==> config.mk <==
export PLATFORM = sky130hd
export DESIGN_NAME = uart_tx_cfg_flat
export DESIGN_NICKNAME = d
export VERILOG_FILES = /design/src/rtl/uart_pkg.sv /design/src/rtl/uart_tx_cfg_if.sv /design/src/rtl/uart_baud_tick.sv /design/src/rtl/uart_tx_cfg.sv /design/src/flat_wrapper.sv
export SDC_FILE = /design/constraint.sdc
export NUM_CORES = 1
export LEC_CHECK = 0
export BUFFER_PORTS_ARGS = -buffer_cell sky130_fd_sc_hd__clkbuf_2
export CORE_MARGIN = 8
export CORE_UTILIZATION = 30
export CTS_CLUSTER_DIAMETER = 60
export DETAILED_ROUTE_END_ITERATION = 7
export PLACE_DENSITY = 0.53
export SLEW_MARGIN = 40
export SYNTH_ARGS = -nofsm -noshare
export SYNTH_HDL_FRONTEND = slang
export SYNTH_HIERARCHICAL = 1
export SYNTH_SLANG_ARGS = --single-unit
==> constraint.sdc <==
create_clock -name clk -period 2.6 [get_ports clk]
set_input_delay 0.26 -clock clk [delete_from_list [all_inputs] [get_ports clk]]
set_output_delay 0.26 -clock clk [all_outputs]
set_load 0.01 [all_outputs]
==> src/rtl/uart_pkg.sv <==
// Shared UART definitions: parity encodings and the TX state enum.
// Kept separate so a future receiver can reuse them.
package uart_pkg;

  localparam int PAR_NONE = 0;
  localparam int PAR_ODD  = 1;
  localparam int PAR_EVEN = 2;

  typedef enum logic [2:0] {
    ST_IDLE,
    ST_START,
    ST_DATA,
    ST_PAR,
    ST_STOP
  } tx_state_e;

endpackage

==> src/rtl/uart_tx_cfg_if.sv <==
// Word handshake and serial line between a producer and the UART transmitter.
interface uart_tx_cfg_if #(
  parameter int DATA_BITS = 8
);
  logic                 start;
  logic [DATA_BITS-1:0] data;
  logic                 tx_busy;
  logic                 tx_done;
  logic                 tx;

  modport master (output start, data, input tx_busy, tx_done, tx);
  modport slave  (input start, data, output tx_busy, tx_done, tx);
endinterface

==> src/rtl/uart_baud_tick.sv <==
// Bit-period timer: counts 0..CLK_DIV-1 while enabled and flags the terminal count.
module uart_baud_tick #(
  parameter int CLK_DIV = 16
) (
  input  logic clk,
  input  logic reset,
  input  logic clear,
  input  logic en,
  output logic tick
);
  localparam int CW = (CLK_DIV > 1) ? $clog2(CLK_DIV) : 1;
  localparam logic [CW-1:0] LAST = CW'(CLK_DIV - 1);

  logic [CW-1:0] r_cnt;

  always_ff @(posedge clk) begin
    if (reset || clear) begin
      r_cnt <= '0;
    end else if (en) begin
      r_cnt <= (r_cnt == LAST) ? '0 : r_cnt + 1'b1;
    end
  end

  assign tick = en && (r_cnt == LAST);
endmodule

==> src/rtl/uart_tx_cfg.sv <==
// Parametrised UART transmitter: start, DATA_BITS LSB-first, optional parity, 1-2 stop bits.
//   state    | meaning
//   ST_IDLE  | line high, waiting for start
//   ST_START | start bit (tx=0)
//   ST_DATA  | data bits, shift register LSB out
//   ST_PAR   | parity bit (skipped when PARITY=PAR_NONE)
//   ST_STOP  | stop bit(s), tx=1
module uart_tx_cfg
  import uart_pkg::*;
#(
  parameter int CLK_DIV   = 16,
  parameter int DATA_BITS = 8,
  parameter int PARITY    = 0,
  parameter int STOP_BITS = 1
) (
  input logic            clk,
  input logic            reset,
  uart_tx_cfg_if.slave   bus
);
  if (CLK_DIV < 2) begin : g_bad_div
    $error("uart_tx_cfg: CLK_DIV must be >= 2");
  end
  if (DATA_BITS < 5 || DATA_BITS > 9) begin : g_bad_bits
    $error("uart_tx_cfg: DATA_BITS must be 5..9");
  end
  if (PARITY != PAR_NONE && PARITY != PAR_ODD && PARITY != PAR_EVEN) begin : g_bad_par
    $error("uart_tx_cfg: PARITY must be 0, 1 or 2");
  end
  if (STOP_BITS != 1 && STOP_BITS != 2) begin : g_bad_stop
    $error("uart_tx_cfg: STOP_BITS must be 1 or 2");
  end

  localparam int BW = $clog2(DATA_BITS + 1);
  localparam logic [BW-1:0] LAST_DATA = BW'(DATA_BITS - 1);
  localparam logic [BW-1:0] LAST_STOP = BW'(STOP_BITS - 1);

  tx_state_e            r_state;
  logic [DATA_BITS-1:0] r_shift;
  logic [BW-1:0]        r_bit_cnt;
  logic                 r_par;
  logic                 r_tx;
  logic                 r_busy;
  logic                 r_done;
  logic                 w_accept;
  logic                 w_tick;

  assign w_accept = (r_state == ST_IDLE) && bus.start;

  uart_baud_tick #(.CLK_DIV(CLK_DIV)) u_baud (
    .clk   (clk),
    .reset (reset),
    .clear (w_accept),
    .en    (r_busy),
    .tick  (w_tick)
  );

  always_ff @(posedge clk) begin
    if (reset) begin
      r_state   <= ST_IDLE;
      r_shift   <= '0;
      r_bit_cnt <= '0;
      r_par     <= 1'b0;
      r_tx      <= 1'b1;
      r_busy    <= 1'b0;
      r_done    <= 1'b0;
    end else begin
      r_done <= 1'b0;
      case (r_state)
        ST_IDLE: begin
          if (bus.start) begin
            r_shift   <= bus.data;
            r_par     <= (PARITY == PAR_ODD) ? ~(^bus.data) : ^bus.data;
            r_bit_cnt <= '0;
            r_tx      <= 1'b0;
            r_busy    <= 1'b1;
            r_state   <= ST_START;
          end
        end
        ST_START: begin
          if (w_tick) begin
            r_tx      <= r_shift[0];
            r_shift   <= r_shift >> 1;
            r_bit_cnt <= '0;
            r_state   <= ST_DATA;
          end
        end
        ST_DATA: begin
          if (w_tick) begin
            if (r_bit_cnt == LAST_DATA) begin
              r_bit_cnt <= '0;
              // Parity was computed at acceptance, so later data changes cannot leak in.
              if (PARITY != PAR_NONE) begin
                r_tx    <= r_par;
                r_state <= ST_PAR;
              end else begin
                r_tx    <= 1'b1;
                r_state <= ST_STOP;
              end
            end else begin
              r_bit_cnt <= r_bit_cnt + 1'b1;
              r_tx      <= r_shift[0];
              r_shift   <= r_shift >> 1;
            end
          end
        end
        ST_PAR: begin
          if (w_tick) begin
            r_tx      <= 1'b1;
            r_bit_cnt <= '0;
            r_state   <= ST_STOP;
          end
        end
        ST_STOP: begin
          if (w_tick) begin
            if (r_bit_cnt == LAST_STOP) begin
              r_bit_cnt <= '0;
              r_busy    <= 1'b0;
              r_done    <= 1'b1;
              r_state   <= ST_IDLE;
            end else begin
              r_bit_cnt <= r_bit_cnt + 1'b1;
            end
          end
        end
        default: begin
          r_tx    <= 1'b1;
          r_busy  <= 1'b0;
          r_state <= ST_IDLE;
        end
      endcase
    end
  end

  assign bus.tx      = r_tx;
  assign bus.tx_busy = r_busy;
  assign bus.tx_done = r_done;
endmodule

==> src/flat_wrapper.sv <==
// flat-port wrapper written by rule: the top's interface ports become plain ports
module uart_tx_cfg_flat import uart_pkg::*;
#(
  parameter int CLK_DIV   = 16,
  parameter int DATA_BITS = 8,
  parameter int PARITY    = 0,
  parameter int STOP_BITS = 1
)
  (clk, reset, bus_start, bus_data, bus_tx_busy, bus_tx_done, bus_tx);
  uart_tx_cfg_if #(.DATA_BITS(DATA_BITS)) bus_i ();
  input logic clk;
  input logic reset;
  input wire logic [$bits(bus_i.start)-1:0] bus_start;
  input wire logic [$bits(bus_i.data)-1:0] bus_data;
  output wire logic [$bits(bus_i.tx_busy)-1:0] bus_tx_busy;
  output wire logic [$bits(bus_i.tx_done)-1:0] bus_tx_done;
  output wire logic [$bits(bus_i.tx)-1:0] bus_tx;
  assign bus_i.start = bus_start;
  assign bus_i.data = bus_data;
  assign bus_tx_busy = bus_i.tx_busy;
  assign bus_tx_done = bus_i.tx_done;
  assign bus_tx = bus_i.tx;
  uart_tx_cfg #(.CLK_DIV(CLK_DIV), .DATA_BITS(DATA_BITS), .PARITY(PARITY), .STOP_BITS(STOP_BITS)) u_core (.clk(clk), .reset(reset), .bus(bus_i));
endmodule
==> metrics list, run 1 <==
- The flow ran to the end, and the final reports show no timing, DRC or antenna violations.
- In this run the count of I/O pins placed on the die edge is 14.
- Dpl hpwl: around 2.0 mm
* Cell chain of the critical path: ha_1 -> and4_4 -> nor4bb_1 -> a211oi_2 -> or4b_1 -> a21oi_1
- At the pin with the least slew margin, the transition time is between 0.5 and 0.6 ns.
* Critical Path Max Stage Delay: around 0.52 ns
- The number of global-route vias before repair is 960.
- Measured along the x axis, the die boundary spans 79.0 um.
* Number of antenna violations at the first check in global routing: 0
- Tightest slew margin relative to the limit: between 60% and 70%
- Synth area leader: sky130_fd_sc_hd__dfxtp_1
- Hold Vio Cnt, Final: 0
- Worst path bufs/invs: 0
* Number of clock sinks: 22
* Max-Cap Viols: 0
- DRC errors left: 0
- Worst-path cell with the longest stage delay: sky130_fd_sc_hd__or4b_1
- During synthesis, Yosys emitted a total of 6 warnings.
* Unrepaired setup endpoints after global routing: no
- Leakage component of the power: 0.000525 uW
* Antenna diode count: 0
* Post-CTS setup buffers: 0
* Max IR drop VDD: around 0.25 mV
- Core box area: between 3000 and 4000 sq um
- Buffers inserted during clock tree synthesis total 3.
* Unique masters post-synth: 44
- Input and output buffers added on the ports amount to 13.
- RR Endpoint: u_core/r_bit_cnt[1]$_SDFFE_PP0P_
- Counting buffers and inverters, the worst setup path is 6 cells deep.
* Vertical die dimension: between 70 and 80 um
- In the routed layout, each cell is associated on average with a via count of 5.22.
* Cell area reported after detailed placement: ~1300 sq um
- Total via count in the routed design: around 1000
- In the finished design, the share of the clock period the worst path needs comes to between 80% and 90%.
- The number of max-slew violations in the final report is 0.
* Starting density of the core: slightly above 30%
* Final weighted congestion in routability-driven placement: between 0.7 and 0.8
* Drt total wl: between 2 and 3 mm
- Worst setup startpoint: u_core/u_baud/r_cnt[0]$_SDFFE_PP0P_
* Share of post-route cells with drive strength above 1: a little under a fifth
* Maximum number of pins on one net before global-route repair: 20
* Worst Setup Start Kind: register
- Final setup TNS: 0 ns
- The tightest min-delay check is of the in2reg type.
- For this run, the leading register cell type out of synthesis is sky130_fd_sc_hd__dfxtp_1.
- Tmin final: 2.20 ns
- Once layout is complete, the utilization of the core stands at between 30% and 40%.
* Number of enable flip-flop cells after synthesis: 0
* Synth-to-Final Area Change: 16.6%
- Synthesis inferred 22 register bits.
- First-pass iteration count of the detailed router: 4
- TritonCTS built the clock tree.
- For this run, the post-layout net count is ~160.
- Number of cells upsized or downsized after cts: 0
- After synthesis, flip-flops and latches occupy 37.0% of the total area.
* Nets in the synthesized netlist: about 150
- In this run the cell area of the synthesized design comes to roughly 1200 sq um.
* Critical setup path kind: reg2reg
* Power Density: ~690 nW/um^2
- STA puts the critical path data required time at 2.79 ns.
- Of all nets on the critical path, the largest fanout is 9.
* Achievable Freq: 0.456 GHz
* Area of the die: ~6200 sq um
* Worst reg-to-reg setup slack: roughly 0.40 ns
- After clock tree synthesis, the clock-pin slew on the worst setup and hold paths is 0.08 ns.
- Clock Latency Late Sink: approximately 0.26 ns
* Share of the synthesized area in the top cell type: between 30% and 40%
- The startpoint identified for the worst register-to-register timing path is u_core/u_baud/r_cnt[0]$_SDFFE_PP0P_.
- Gate count of the mapped netlist: between 100 and 150
- Count of fill cells added during filler insertion: between 400 and 500
- Clock tree synthesis selected as its root buffer the cell sky130_fd_sc_hd__clkbuf_8.
- Mean instance size in the synthesized netlist: ~9 sq um
- All-Layer GR Usage: under 10%
- Data arrival, critical path: between 2 and 2.5 ns
- Post-synth ARST share: 0%
* Total overflow reported by the global router: 0
* Sequential cell area: 440 sq um
- The detailed router finished its first iteration with 80 violations.
- By area the synthesized netlist is led by sky130_fd_sc_hd__dfxtp_1 (37%), sky130_fd_sc_hd__mux2i_1 (7.6%), sky130_fd_sc_hd__a211oi_1 (4.4%).
- The multi-input combinational cells in the finished layout cover a total of around 700 sq um.
- Hold is met by 0.245 ns.
- FP Rows: 23
- The kind of cell with the highest combined delay along the critical path is simple AND/OR/NAND/NOR gates.
- Setup skew after layout: just under 0.003 ns
* Setup crit end: u_core/r_bit_cnt[1]$_SDFFE_PP0P_
- Final non-filler cell area: between 1000 and 1500 sq um
- CTS hold repair buffers: 0
- The worst setup path is captured at a register.
- The worst register-to-register path has a depth of 6.
- CTS built an H-tree with a depth of 1.
* Antenna violation net count after detailed routing: 0
- First-pass GRT wire length: 4.62 mm
- Avg WL per Cell: about 14 um
* Count of endpoints failing setup in the final report: 0
* Maximum number of buffers from clock root to sink: 2
layer usage:
layer	share of wire, %	global-route usage [%]	vias up
met1	45	11.8	473
met4	0.45	2.22	0
met2	49	14.5	27
met3	6.0	2.14	2
met5	0	0	-
li1	-	-	527
registers in the layout, summed over array words and instances, names as in the netlist:
register and cells:
u_core/bus.tx 1, u_core/bus.tx_busy 1, u_core/bus.tx_done 1, u_core/r_bit_cnt 4, u_core/r_shift 8, u_core/r_state 3
u_core/u_baud/r_cnt 4
how the worst min path moves through the flow:
stage               slack, ns  depth (start not counted)                                   to                           start
floorplan                0.34                          1  u_core/u_baud/r_cnt[1]$_SDFFE_PP0P_                           reset
global placement         0.46                          2       u_core/r_shift[7]$_SDFFE_PP0P_  u_core/r_shift[7]$_SDFFE_PP0P_
detailed placement       0.47                          2       u_core/r_shift[7]$_SDFFE_PP0P_  u_core/r_shift[7]$_SDFFE_PP0P_
CTS                      0.24                          3       u_core/r_shift[7]$_SDFFE_PP0P_                     bus_data[7]
global route             0.26                          3       u_core/r_shift[7]$_SDFFE_PP0P_                     bus_data[7]
finish                   0.25                          3       u_core/r_shift[7]$_SDFFE_PP0P_                     bus_data[7]
metrics by stage:
step,std cells,total power [uW],setup WS (ns)
2_1_floorplan,133,587,0.629
3_3_place_gp,193,638,0.541
3_5_place_dp,193,648,0.406
4_1_cts,197,973,0.382
5_1_grt,197,1020,0.159
6_report,197,958,0.405
report_power, final:
group          switching (uW)  leakage [uW]  internal (uW)
Sequential               33.9      0.000180            371
Clock                     115     0.0000357            206
Combinational             125      0.000309            108
layout by cell type (no fill, tap or decap), types with 3 or more instances in the layout:
cell / instances
sky130_fd_sc_hd__a211oi_1: 7
sky130_fd_sc_hd__o21ai_0: 5
sky130_fd_sc_hd__dfxtp_1: 22
sky130_fd_sc_hd__clkbuf_8: 3
sky130_fd_sc_hd__or3_1: 3
sky130_fd_sc_hd__nor3_1: 3
sky130_fd_sc_hd__a21oi_1: 9
sky130_fd_sc_hd__inv_1: 4
sky130_fd_sc_hd__buf_4: 4
sky130_fd_sc_hd__nand2b_1: 3
sky130_fd_sc_hd__xnor2_1: 3
sky130_fd_sc_hd__clkbuf_2: 13
sky130_fd_sc_hd__nand2_1: 8
sky130_fd_sc_hd__nor2_1: 11
sky130_fd_sc_hd__ha_1: 3
sky130_fd_sc_hd__mux2i_1: 9
tightest hold or removal path: stages:
cell and delay (ns):
sky130_fd_sc_hd__clkbuf_2 0.08, sky130_fd_sc_hd__nand3b_1 0.07, sky130_fd_sc_hd__a21oi_1 0.06
synthesized netlist by cell type, types with 2 or more instances:
cell / instances
sky130_fd_sc_hd__a21o_1: 2
sky130_fd_sc_hd__ha_1: 3
sky130_fd_sc_hd__nand3_1: 2
sky130_fd_sc_hd__mux2i_1: 9
sky130_fd_sc_hd__nor2_1: 11
sky130_fd_sc_hd__dfxtp_1: 22
sky130_fd_sc_hd__nor3_1: 3
sky130_fd_sc_hd__xnor2_1: 3
sky130_fd_sc_hd__nand2_1: 8
sky130_fd_sc_hd__a211oi_1: 7
sky130_fd_sc_hd__nand2b_1: 3
sky130_fd_sc_hd__or3b_1: 2
sky130_fd_sc_hd__nand4_1: 2
sky130_fd_sc_hd__o21ai_0: 5
sky130_fd_sc_hd__nor2b_1: 2
sky130_fd_sc_hd__a21oi_1: 9
sky130_fd_sc_hd__buf_2: 4
sky130_fd_sc_hd__or3_1: 3
sky130_fd_sc_hd__nor3b_1: 2
sky130_fd_sc_hd__inv_1: 4
sky130_fd_sc_hd__clkbuf_1: 3
sky130_fd_sc_hd__xor2_1: 2
kinds of logic after synthesis:
family	share of synthesized area [%]
xor gates and xnor gates	3.68
DFF	37.0
AOI/OAI and AO/OA	19.0
adders and majority gates	3.15
buffers and inverters	3.89
and+or+nand+nor	25.7
muxes	7.56
layout make-up:
class / count / share of cell area (%)
Multi-Input combinational cell: 100 / 50.7
Clock inverter: 1 / 2.16
Sequential cell: 22 / 31.7
Inverter: 4 / 1.08
Clock buffer: 3 / 2.97
Timing Repair Buffer: 17 / 6.85
Tap cell: 50 / 4.50
Note: power is estimated with default switching activity, not from simulation.
==> inputs of run 2 (changes only) <==
- clock period: 2.6 -> 2.15 ns (I/O delays scaled with it)
==> run 2 against run 1 <==
Compared with the run above: cell area grew 0.54%; sequential share of layout area shrank 0.17 points; utilization grew 0.19 points; flip-flop and latch count is the same; critical path type unchanged.
==> metrics list, run 2 (synthesized netlist as in run 1, its figures left out) <==
- The data arrival at the endpoint of the critical path was 2.19 ns (-0.20 ns).
- Synth-to-Final Area Change: 17.2%
* Clock root buffer: sky130_fd_sc_hd__clkbuf_8
* Commonest cells after routing, fill and taps aside: sky130_fd_sc_hd__dfxtp_1 (22), sky130_fd_sc_hd__clkbuf_2 (13), sky130_fd_sc_hd__nor2_1 (11), sky130_fd_sc_hd__a21oi_1 (9), sky130_fd_sc_hd__mux2i_1 (9)
- Hold Vio Cnt, Final: 0 (unchanged)
- Unrepaired setup endpoints after global routing: no
* Layout net count: 165 (+1.9%)
- Biggest regs: u_core/r_shift x8, u_core/r_bit_cnt x4, u_core/u_baud/r_cnt x4
- The worst supply voltage drop on vdd was 0.319 mV (+30%).
- The setup path with the least slack is of type reg2reg.
* Post-route insts no fill: 199 (+1.0%)
* Worst Setup Start Kind: register
- Internal power: 718 uW (+4.9%)
- Run status: completed
- Dpl hpwl: 1.95 mm (-0.57%)
* Cell area reported after detailed placement: 1340 sq um (+1.7%)
* Largest register by flop count: u_core/r_shift
- FP Rows: 23 (unchanged)
- TritonCTS built the clock tree.
- Max-Cap Viols: 0 (unchanged)
* Slew Viols, Final: 0 (unchanged)
* Post-CTS setup buffers: 0 (unchanged)
* Setup skew after layout: 0.000914 ns (-0.00198 ns)
- The H-tree level count was 1 (unchanged).
- Leaving out fill and tap cells, the most frequent cell in the layout is sky130_fd_sc_hd__dfxtp_1.
- The proportion of layout cells with a drive suffix above 1 came to 20.1% (+1.8 points).
* Achievable Freq: 0.498 GHz (+9.4%)
- The clock sink total came to 22 (unchanged).
* Area of the die: 6240 sq um (unchanged)
- Count of fill cells added during filler insertion: 432 (+0.93%)
- STA classifies the critical path endpoint as a register.
- The overall die height was 79.0 um (unchanged).
- The shortest clock period the worst path allows after layout came to 2.01 ns (-0.189 ns).
* Clock buffer count from CTS: 3 (unchanged)
- The proportion of power drawn by flip-flops and latches came to 46.7% (+4.5 points).
- The total power was 1030 uW (+7.9%).
* Flip-flop count of the largest register, all copies and words added: 8 (unchanged)
- Final weighted congestion in routability-driven placement: 0.818 (+6.8%)
- Dpl cells: 196 (+1.6%)
* Maximum number of pins on one net before global-route repair: 20 (unchanged)
- Tightest slew margin relative to the limit: 63.7% (-2.3 points)
- The total iterations of the first detailed-routing run came to 4 (unchanged).
* Average via count per standard cell: 5.05 (-3.3%)
- First-pass GRT wire length: 4.46 mm (-3.6%)
* Power Density: 740 nW/um^2 (+7.4%)
- The required time at the worst-slack endpoint was 2.33 ns (-0.46 ns).
- Sw Pwr: 316 uW (+15%)
- Clock transition at path regs: 0.07 ns (about the same)
* Starting density of the core: 30.4% (unchanged)
* Count of endpoints failing setup in the final report: 0 (unchanged)
* Core box area: 3910 sq um (unchanged)
- The number of antenna cells inserted came to 0 (unchanged).
* All-Layer GR Usage: 8.52% (-0.51 points)
- Slew @ Worst Pin: 0.544 ns (+0.0343 ns)
- The share of the clock period used by the worst path after layout was 93.3% (+8.9 points).
- The clock network latency to the later pin of the worst-skew pair is 0.25 ns (about the same).
* Vias in the first global route: 1012 (+5.4%)
- Crit-path max FO: 9 (unchanged)
- The path class of the tightest hold or removal check is in2reg.
* Antenna violation net count after detailed routing: 0 (unchanged)
- Maximum number of buffers from clock root to sink: 2 (unchanged)
- The leakage component of the power is 0.000527 uW (+0.35%).
* Total overflow reported by the global router: 0 (unchanged)
- The average wire per standard cell came to 12.9 um (-4.9%).
* Clock group share of total power: 23.6% (-9.8 points)
* Number of buffer cells added on primary ports: 13 (unchanged)
* Switching share of power: 30.6% (+2.0 points)
- The routed via count is 1005 (-2.3%).
- Drt total wl: 2.56 mm (-3.9%)
- The number of design rule violations left after detail routing was 0 (unchanged).
- Width of the chip: 79.0 um (unchanged)
- Final non-filler cell area: 1400 sq um (+0.54%)
- The share of power burned in combinational logic was 29.7% (+5.4 points).
- The DRC marker count from the first detailed-route iteration is 108 (+35%).
* Number of antenna violations at the first check in global routing: 0 (unchanged)
* I/O pin count: 14 (unchanged)
-- run 2: cell count changes in the layout (fill, tap and decap cells not counted) --
cell	delta
sky130_fd_sc_hd__nor4bb_4	+1
sky130_fd_sc_hd__bufinv_16	-1
sky130_fd_sc_hd__nor4bb_1	-1
sky130_fd_sc_hd__buf_4	+3
-- run 2: metal layers --
metal | GRT usage (%) | share of wire (%) | vias up
met4 | 2.22 | 0.23 | 0
met5 | 0 | 0 | -
met1 | 10.6 | 49 | 461
li1 | - | - | 525
met2 | 14.5 | 47 | 17
met3 | 1.69 | 3.5 | 2
-- run 2: worst paths after layout --
check | startpoint | to | slack [ns] | cells past startpoint
worst min register to register | u_core/r_shift[7]$_SDFFE_PP0P_ | u_core/r_shift[7]$_SDFFE_PP0P_ | 0.48 | 2
worst max-delay path | u_core/u_baud/r_cnt[0]$_SDFFE_PP0P_ | u_core/r_bit_cnt[1]$_SDFFE_PP0P_ | 0.14 | 6
worst min-delay path | bus_data[7] | u_core/r_shift[7]$_SDFFE_PP0P_ | 0.23 | 3
worst max register to register | u_core/u_baud/r_cnt[0]$_SDFFE_PP0P_ | u_core/r_bit_cnt[1]$_SDFFE_PP0P_ | 0.14 | 6
-- run 2: cell type report --
type / count / area (sq um) / share of cell area [%]
Clock buffer: 3 / 41.3 / 2.96
Inverter: 4 / 15.0 / 1.08
Multi-Input combinational cell: 100 / 719 / 51.5
Tap cell: 50 / 62.6 / 4.48
Sequential cell: 22 / 440 / 31.5
Timing Repair Buffer: 20 / 118 / 8.42
-- run 2: per-stage QoR --
stage	worst slack [ns]	hold slack [ns]	utilization [%]	setup TNS, ns
6_report	0.144	0.227	35.7	0
5_1_grt	0.00703	0.255	35.7	0
4_1_cts	0.0497	0.226	35.5	0
3_5_place_dp	-0.00958	0.473	34.2	-0.00958
3_3_place_gp	0.0950	0.457	34.2	0
2_1_floorplan	0.179	0.292	-	0
-- run 2: timing repair --
item,in CTS,in global routing
pin swaps,0,1
endpoints found under the setup margin,1,1
resized for setup,1,1
hold buffers,0,0
-- run 2: critical path: stages (launching register included) --
cell	delay, ns
sky130_fd_sc_hd__dfxtp_1	0.38
sky130_fd_sc_hd__ha_1	0.19
sky130_fd_sc_hd__and4_4	0.29
sky130_fd_sc_hd__nor2b_1	0.25
sky130_fd_sc_hd__a211oi_2	0.16
sky130_fd_sc_hd__or4b_1	0.52
sky130_fd_sc_hd__a21oi_1	0.15
-- run 2: power groups by stage --
| stage | registers [uW] | logic, uW | clock network, uW |
|---|---|---|---|
| 6_report | 483 | 307 | 244 |
| 5_1_grt | 488 | 344 | 270 |
| 4_1_cts | 482 | 308 | 255 |
| 3_5_place_dp | 491 | 306 | 0 |
| 3_3_place_gp | 489 | 302 | 0 |
| 2_1_floorplan | 485 | 224 | 0 |
==> inputs of run 3 (changes only) <==
- ABC_AREA: unset -> 0
- CORE_ASPECT_RATIO: unset -> 1.75
==> run 3 against run 2 <==
Compared with the run above: clock power rose by 3%; combinational power about the same; worst setup slack worse by 0.029 ns; cell area shrank 0.81%; sequential power is essentially flat; wire length is 8.6% higher; worst hold slack worse by 0.018 ns; largest cell class unchanged; largest power group unchanged; highest routed layer unchanged.
==> metrics list, run 3 (synthesized netlist as in run 1, its figures left out) <==
* Worst reg-to-reg setup slack: 0.12 ns (-0.03 ns)
- Initial detailed-routing violation count: 57 (-47%)
- The worst hold path terminates at u_core/r_shift[7]$_SDFFE_PP0P_.
* Average via count per standard cell: 5.37 (+6.3%)
* DRC errors left: 0 (unchanged)
- Maximum number of pins on one net before global-route repair: 20 (unchanged)
- Crit-path max FO: 8 (-1)
- Synth-to-Final Area Change: 16.3%
* Tightest slew margin relative to the limit: 66.7% (+3.1 points)
- The delay of the slowest critical-path stage came to 0.53 ns (about the same).
* Clock transition at path regs: 0.08 ns (about the same)
* Setup ws final: 0.115 ns (-0.0286 ns)
- The proportion of power drawn by flip-flops and latches was 46.3% (-0.4 points).
- The number of global-route vias before repair was 1139 (+13%).
- Share of post-route cells with drive strength above 1: 20.1% (unchanged)
- Worst slack, placed: 0.0980 ns (+0.108 ns)
- The data arrival at the endpoint of the critical path came to 2.22 ns (+0.03 ns).
- Drt total wl: 2.78 mm (+8.6%)
- Number of clock sinks: 22 (unchanged)
- Starting density of the core: 31.1% (+0.68 points)
* Setup skew after layout: 0.00307 ns (+0.00216 ns)
* Total overflow reported by the global router: 0 (unchanged)
* Count of fill cells added during filler insertion: 407 (-5.8%)
- Layout net count: 165 (unchanged)
* Critical setup path kind: reg2reg
- The leakage component of the power is 0.000527 uW (about the same).
* Max IR drop VDD: 0.403 mV (+26%)
- The switching part of the total power is 31.5% (+0.88 points).
- Power Density: 749 nW/um^2 (+1.2%)
- Total via count in the routed design: 1058 (+5.3%)
- TritonCTS built the clock tree.
* Worst-path cell with the longest stage delay: sky130_fd_sc_hd__or4b_1
- Count of endpoints failing setup in the final report: 0 (unchanged)
- Hold Vio Cnt, Final: 0 (unchanged)
- Tcrit/Tclk final: 94.6% (+1.3 points)
- I/O pin count: 14 (unchanged)
- The average wire per standard cell is 14.1 um (+9.7%).
- Dpl cells: 194 (-1.0%)
- Final setup TNS: 0 ns (unchanged)
- Clock root buffer: sky130_fd_sc_hd__clkbuf_8
* Most frequent standard cell in the layout excluding fill and tap cells: sky130_fd_sc_hd__dfxtp_1
- The estimated wirelength of the detail-placed design is 2.10 mm (+7.3%).
- The number of stages on the worst hold path is 3 (unchanged).
- Clock buffer count from CTS: 3 (unchanged)
* Core box area: 3830 sq um (-2.2%)
* Flip-flop count of the largest register, all copies and words added: 8 (unchanged)
- The count of hold-fix buffers inserted at cts is 0 (unchanged).
* Gate power share: 29.4% (-0.3 points)
- Commonest cells after routing, fill and taps aside: sky130_fd_sc_hd__dfxtp_1 (22), sky130_fd_sc_hd__clkbuf_2 (13), sky130_fd_sc_hd__nor2_1 (11), sky130_fd_sc_hd__a21oi_1 (9), sky130_fd_sc_hd__mux2i_1 (9)
- Counting flops per register, the top entry is u_core/r_shift.
- Worst Setup Start Kind: register
- The number of antenna violations at the first check in global routing was 0 (unchanged).
- The count of buffers from port buffering is 13 (unchanged).
- The H-tree level count came to 1 (unchanged).
- The weighted congestion reported at the end of routability-driven placement was 0.839 (+2.5%).
- FP Rows: 30 (+30%)
- Achievable Freq: 0.491 GHz (-1.4%)
- The clock tree buffer depth came to 2 (unchanged).
* Max-Cap Viols: 0 (unchanged)
* Width of the chip: 63.6 um (-19%)
- Sw Pwr: 327 uW (+3.3%)
* Internal power: 711 uW (-0.89%)
* Area of the die: 6320 sq um (+1.3%)
* First-pass iteration count of the detailed router: 4 (unchanged)
- The startpoint identified for the worst hold timing path is bus_data[7].
* Post-CTS setup buffers: 0 (unchanged)
- The endpoint identified for the worst register-to-register timing path is u_core/r_bit_cnt[1]$_SDFFE_PP0P_.
- The final cell count without fillers came to 197 (-1.0%).
- Traced cell by cell, the critical path runs through ha_1 -> and4_4 -> buf_4 -> nor2b_1 -> a211oi_2 -> or4b_1 -> a21oi_1.
* Critical Path RT: 2.34 ns (about the same)
- Tmin final: 2.03 ns (+0.0286 ns)
- The core utilization of the finished layout is 36.2% (+0.50 points).
- The overall die height was 99.4 um (+26%).
- All-Layer GR Usage: 9.04% (+0.52 points)
* Cell depth of the worst flop-to-flop path: 7 (+1)
- First-pass GRT wire length: 4.83 mm (+8.4%)
- The number of nets still failing antenna checks after routing was 0 (unchanged).
* Run status: completed
* Reg-to-reg startpoint: u_core/u_baud/r_cnt[0]$_SDFFE_PP0P_
* Type of element capturing the critical path: register
- The measured slew at the worst slew-check pin was 0.498 ns (-0.0459 ns).
- Tightest Hold Check Type: in2reg
- In the final layout, the registers with the most flip-flops are u_core/r_shift x8, u_core/r_bit_cnt x4, u_core/u_baud/r_cnt x4.
* Clock group share of total power: 24.3% (+0.7 points)
- The number of antenna cells inserted came to 0 (unchanged).
* Clock Latency Late Sink: 0.26 ns (about the same)
- The number of max-slew violations in the final report came to 0 (unchanged).
==> run 3: changes by cell type in the layout (fill, tap and decap cells not counted) <==
cell	change
sky130_fd_sc_hd__nor4bb_2	+1
sky130_fd_sc_hd__nor4bb_4	-1
==> run 3: how the worst max path moves through the flow <==
stage | slack, ns | from | depth (start not counted) | to
finish | 0.12 | u_core/u_baud/r_cnt[0]$_SDFFE_PP0P_ | 7 | u_core/r_bit_cnt[1]$_SDFFE_PP0P_
global route | -0.006 | u_core/u_baud/r_cnt[0]$_SDFFE_PP0P_ | 7 | u_core/r_bit_cnt[1]$_SDFFE_PP0P_
CTS | 0.07 | u_core/u_baud/r_cnt[0]$_SDFFE_PP0P_ | 6 | u_core/r_bit_cnt[1]$_SDFFE_PP0P_
detailed placement | 0.1 | u_core/u_baud/r_cnt[0]$_SDFFE_PP0P_ | 6 | u_core/r_bit_cnt[1]$_SDFFE_PP0P_
global placement | 0.16 | u_core/u_baud/r_cnt[0]$_SDFFE_PP0P_ | 6 | u_core/r_bit_cnt[1]$_SDFFE_PP0P_
floorplan | 0.18 | u_core/bus.tx_busy$_SDFFE_PP0P_ | 5 | u_core/r_bit_cnt[1]$_SDFFE_PP0P_
==> run 3: area by class of cell <==
class                   instances  area, sq um  area share, %
clock buffers                   3         41.3           2.98
repair buffers                 20          118           8.49
multi-input cells             100          711           51.3
well taps                      48         60.1           4.34
flip-flops and latches         22          440           31.8
inverters                       4         15.0           1.08
==> run 3: what timing repair did <==
item	in CTS	in global routing
gates resized for setup	0	1
setup endpoints to repair	0	1
endpoints found under the hold margin	0	0
==> run 3: per-stage QoR <==
stage	total power [uW]	hold slack (ns)	area (sq um)
after detailed placement	793	0.480	1340
after CTS	1050	0.203	1380
final	1040	0.209	1390
after global routing	1100	0.233	1390
after floorplan	710	0.292	1190
after global placement	787	0.456	1340
==> run 3: layer usage <==
layer  track usage (%)  up-vias  routed length, um
li1                  -      521                  -
met1              9.56      505               1100
met2              15.9       28               1510
met3              2.14        4                126
met4              4.84        0                 34
met5                 0        -                  0
==> run 3: worst max-delay path, delay by kind of cell (launching register included) <==
kind / cells / cell delay [ns]
AND/OR/NAND/NOR: 3 / 0.96
adder cells (fa/ha/maj): 1 / 0.19
buffers and inverters: 1 / 0.14
flip-flops: 1 / 0.38
AO/OA/AOI/OAI: 2 / 0.30
==> run 3: power by group through the flow <==
| stage | Clock [uW] | Sequential (uW) | Combinational, uW |
|---|---|---|---|
| after detailed placement | 0 | 490 | 303 |
| final | 252 | 481 | 305 |
| after CTS | 264 | 481 | 305 |
| after global placement | 0 | 488 | 300 |
| after global routing | 278 | 487 | 339 |
| after floorplan | 0 | 485 | 224 |
